[src/rtl/light_driver.sv]
// light_driver: lamp driver and safety monitor for the 2-bit traffic light code.
// Enforces red clearance, latches a fault on illegal sequences (flashing yellow).
// Optional BLINK_WATCHDOG_EN: fault when the blink timebase stops ticking.
module light_driver #(
    parameter int C_CLEAR    = 4,
    parameter int C_WDOG_CYC = 200000000
) (
    input  logic       clk,
    input  logic       rstb,
    input  logic       blink,
    input  logic [1:0] inLight,
    input  logic       inClear,
    output logic       outCarR,
    output logic       outCarY,
    output logic       outCarG,
    output logic       outPedWalk,
    output logic       outPedStop,
    output logic [1:0] outShown,
    output logic       outFault
);
    localparam int DW = $clog2(C_CLEAR + 1);
    localparam logic [DW-1:0] CLEAR = DW'(C_CLEAR);

    typedef enum logic {S_RUN, S_FAULT} state_t;

    state_t        state, state_n;
    logic [1:0]    shown, shown_n;
    logic [DW-1:0] dwell, dwell_n;
    logic          blink_d, flash, flash_n, tick, legal, wdog_trip, run_n;

    assign tick     = blink & ~blink_d;
    assign legal    = (shown == 2'b00 && (inLight == 2'b01 || inLight == 2'b11)) ||
                      (shown == 2'b01 && inLight == 2'b10) ||
                      (shown[1] && inLight == 2'b00);
    assign run_n    = (state_n == S_RUN);
    assign outShown = shown;
    assign outFault = (state == S_FAULT);

`ifdef BLINK_WATCHDOG_EN
    localparam int WW = $clog2(C_WDOG_CYC + 1);
    localparam logic [WW-1:0] WDOG = WW'(C_WDOG_CYC);
    logic [WW-1:0] wdog;

    assign wdog_trip = (wdog == WDOG);

    // count clk cycles since the last tick; parked at zero while faulted
    always_ff @(posedge clk or negedge rstb) begin
        if (!rstb) wdog <= '0;
        else       wdog <= (tick || !run_n) ? '0 : wdog + 1'b1;
    end
`else
    assign wdog_trip = 1'b0;
`endif

    // next-state: accept legal codes once red has cleared, fault on anything illegal
    always_comb begin
        state_n = state;
        shown_n = shown;
        dwell_n = (tick && dwell != CLEAR) ? dwell + 1'b1 : dwell;
        flash_n = 1'b0;
        if (state == S_RUN) begin
            if (wdog_trip || (inLight != shown && !legal)) begin
                state_n = S_FAULT;
                shown_n = 2'b00;
                dwell_n = '0;
            end else if (legal && (shown != 2'b00 || dwell == CLEAR)) begin
                shown_n = inLight;
                dwell_n = '0;
            end
        end else begin
            shown_n = 2'b00;
            dwell_n = '0;
            flash_n = flash ^ tick;
            if (inClear && inLight == 2'b00) begin
                state_n = S_RUN;
                flash_n = 1'b0;
            end
        end
    end

    // state and lamp registers; lamps decoded from the next state so they track acceptance
    always_ff @(posedge clk or negedge rstb) begin
        if (!rstb) begin
            state      <= S_RUN;
            shown      <= 2'b00;
            dwell      <= '0;
            blink_d    <= 1'b0;
            flash      <= 1'b0;
            outCarR    <= 1'b1;
            outCarY    <= 1'b0;
            outCarG    <= 1'b0;
            outPedWalk <= 1'b0;
            outPedStop <= 1'b1;
        end else begin
            state      <= state_n;
            shown      <= shown_n;
            dwell      <= dwell_n;
            blink_d    <= blink;
            flash      <= flash_n;
            outCarR    <= run_n && (shown_n == 2'b00 || shown_n == 2'b11);
            outCarY    <= run_n ? (shown_n == 2'b10) : flash_n;
            outCarG    <= run_n && shown_n == 2'b01;
            outPedWalk <= run_n && shown_n == 2'b11;
            outPedStop <= run_n && shown_n != 2'b11;
        end
    end

    lamp_safe: assert property (@(posedge clk) disable iff (!rstb)
        !(outCarG && outPedWalk) && $countones({outCarR, outCarY, outCarG}) <= 1 &&
        (outFault || ($onehot({outCarR, outCarY, outCarG}) && $onehot({outPedWalk, outPedStop}))));
endmodule

[config.mk]
export PLATFORM = sky130hd
export DESIGN_NAME = light_driver
export DESIGN_NICKNAME = d
export VERILOG_FILES = /design/src/rtl/light_driver.sv
export SDC_FILE = /design/constraint.sdc
export NUM_CORES = 1
export LEC_CHECK = 0
export CAP_MARGIN = 0
export CORE_MARGIN = 1
export CORE_UTILIZATION = 40
export DETAILED_ROUTE_END_ITERATION = 16
export GPL_ROUTABILITY_DRIVEN = 1
export GPL_TIMING_DRIVEN = 0
export PLACE_DENSITY = 0.66
export SLEW_MARGIN = 20
export SYNTH_ARGS = -nofsm -noshare
export SYNTH_HDL_FRONTEND = slang
export SYNTH_SLANG_ARGS = --single-unit
[constraint.sdc]
create_clock -name clk -period 4.75 [get_ports clk]
set_input_delay 1.425 -clock clk [delete_from_list [all_inputs] [get_ports clk]]
set_output_delay 1.425 -clock clk [all_outputs]
set_load 0.03 [all_outputs]
==> summary.md <==
| Metric | Value |
|---|---|
| Worst vdd ir | `~0.00014 V` |
| Area post-placement | `868 um2` |
| Rows | `15` |
| Layout cell share with drive strength beyond 1 | `16.3%` |
| Status | `finished clean` |
| Worst-skew pair later-pin latency | `0.28 ns` |
| Syn Std Cell Area | `727 um2` |
| Worst Hold End | `dwell[1]` |
| Worst setup EP type | `output pin` |
| Initial Utilization | `42.6%` |
| Post-synth EDFFs | `0` |
| Crit path time final | `2.89 ns` |
| Ports | `14` |
| Setup Viol. Count Final | `0` |
| Final Hold Viols | `0` |
| CTS buffer count | `3` |
| Hold Path Class | `register to register` |
| DR pass1 iterations | `2` |
| Syn_nets | `79` |
| Synth warnings | `0` |
| Final Instance Count excl. Fillers | `111` |
| Die area | `about 2000 um2` |
| Fin nets | `95` |
| Vias per cell | `4.89` |
| CP max FO | `5` |
| Mapped Avg Cell Area | `~10 um2` |
| Buf/Inv on CP | `1` |
| Routability cong. | `0.725` |
| Clock Path Buffers | `2` |
| Inst Count DP | `107` |
| Psw | `70.6 uW` |
| CP delay by family, top | `buffers and inverters` |
| Worst path cell trace | `clkdlybuf4s50_1` |
| Layout Area Growth over Synthesis | `23.1%` |
| Post-synthesis cell count | `71` |
| PortBufs | `11` |
| Total grt overflow | `0` |
| Worst R2R End | `outCarY` |
| CP Launch Type | `register` |
| Leakage | `~0.00039 uW` |
| # DRC | `0` |
| Vias in the first global route | `512` |
| Pint | `177 uW` |
| Register area share after synthesis | `a little under half` |
| Clk network pwr share | `28.0%` |
| Reg2Reg Depth | `7` |
| Commonest non-fill, non-tap cells in the layout | `11 x dfrtp_1, 11 x clkdlybuf4s50_1, 9 x nand2_1` |
| DP HPWL | `992 um` |
| Ys async rst share | `100%` |
| Fin crit share | `60.9%` |
| Global-route wire length before repair | `approximately 2200 um` |
| WP data required | `3.32 ns` |
| CP Class | `register to output pin` |
| Total track usage | `16.0%` |
| Number of library cell types mapped by synthesis | `29` |
| CTS tree | `yes` |
| RSZ-0062 raised after global routing | `no` |
| Drt total wl | `1310 um` |
| Num Clock Sinks | `13` |
| FF+latch count, synth | `13` |
| Reg2Reg Launch Point | `dwell[1]` |
| Initial antenna violation count | `0` |
| Die Span X | `44.6 um` |
| # H-tree levels | `1` |
| Power share of the sequential group | `roughly 51%` |
| Hold Crit Start | `dwell[1]` |
| Core area | `1710 um2` |
| Filler instances | `165` |
| Max frequency | `between 300 and 400 MHz` |
| Combinational Power Share | `21.2%` |
| Clock root buffer | `clkbuf_4` |
| Ys flop type | `dfrtp_1` |
| Max_slew headroom | `61.5%` |
| Drt initial violations | `6` |
| Die height | `around 45 um` |
| Fin area | `895 um2` |
| Setup Buffers After CTS | `0` |
| Via count | `543` |
| CTS resizes | `0` |
| Antenna diodes | `0` |
| Worst Tran Pin Value | `0.576 ns` |
| Antenna Violating Nets Remaining | `0` |
| Largest net degree at the start of global routing | `14` |
| WHS Path Cells | `2` |
| R2R Setup Slk | `3.13 ns` |
| Crit-path slowest cell | `clkdlybuf4s50_1` |
| Sw frac | `28.5%` |
| Skew final | `0.00451 ns` |
| Delay of the slowest critical-path stage | `0.72 ns` |
| Power density cells | `276 nW/um2` |
| Clk pin slew, worst setup/hold paths | `0.08 ns` |
| Slew Viols, Final | `0` |
| Cts hold-fix bufs | `0` |
| Setup_tns | `0 ns` |
| Max-cap viol count | `0` |
| Routed wire per std cell | `11.8 um` |
| WP data arrival | `1.47 ns` |
final cells by class:
| class | count | area (um2) | share of cell area (%) |
|---|---|---|---|
| multi-input combinational | 52 | 354 | 39.6 |
| sequential | 13 | 328 | 36.6 |
| timing repair buffer | 11 | 110 | 12.3 |
| buffer | 4 | 37.5 | 4.20 |
| tap | 25 | 31.3 | 3.50 |
| clock buffer | 4 | 26.3 | 2.94 |
| inverter | 2 | 7.51 | 0.839 |
worst min-delay path: stages, from the launching register on:
cell     delay (ns)
dfrtp_1        0.39
inv_1          0.08
o22ai_1        0.08
power by group through the flow:
| stage | registers [uW] | clock network [uW] | logic (uW) |
|---|---|---|---|
| floorplan | 138 | 0 | 22.7 |
| global placement | 128 | 0 | 52.0 |
| detailed placement | 128 | 0 | 53.0 |
| CTS | 126 | 71.0 | 53.2 |
| global route | 126 | 75.8 | 57.3 |
| finish | 125 | 69.2 | 52.5 |
metrics by stage:
stage	worst slack [ns]	total power (uW)	utilization, %	hold slack (ns)
after detailed placement	2.03	181	50.8	0.588
after floorplan	2.27	161	-	0.542
after global routing	1.80	259	52.4	0.625
final	1.86	247	52.4	0.595
after global placement	2.04	180	50.8	0.562
after CTS	1.83	250	52.4	0.600
state kept, by name, indices dropped and copies added, names as in the netlist:
name        flops
outPedWalk      1
dwell           3
flash           1
blink_d         1
outCarY         1
outFault        1
outPedStop      1
outCarG         1
outCarR         1
outShown        2
cells by family after synthesis:
family          Yosys count  share of synthesized area (%)
simple gates             27                           21.2
compound gates           16                           14.5
flops                    13                           45.1
xor+xnor                  6                           8.26
buf+inv                   6                           6.20
fa+ha+maj                 2                           3.44
mux                       1                           1.38
routing by layer:
layer	wire [um]	global-route usage (%)
met5	0	0
met4	10	9.09
met3	47	4.90
met2	662	26.2
met1	585	18.5
Yosys cell counts (all sizes together), types with 2 or more instances:
master,instances,area share (%)
and2,2,2.4
and3,3,2.6
o21ai,4,2.8
xnor2,5,7.1
nor2,4,2.1
nor2b,3,2.6
inv,2,1.0
ha,2,3.4
nand2,9,4.6
buf,4,5.2
dfstp,2,7.2
a21oi,6,5.7
o22ai,2,1.7
dfrtp,11,38
worst max-delay path by stage:
stage / from / to / slack, ns / cells past startpoint
floorplan: inLight[0] / outCarY / 2.27 / 6
detailed placement: blink / dwell[2] / 2.03 / 6
global route: outFault / outFault / 1.80 / 1
global placement: blink / dwell[2] / 2.04 / 6
finish: outFault / outFault / 1.86 / 1
CTS: outFault / outFault / 1.83 / 1
No activity file was read; power rests on OpenSTA's default activity.
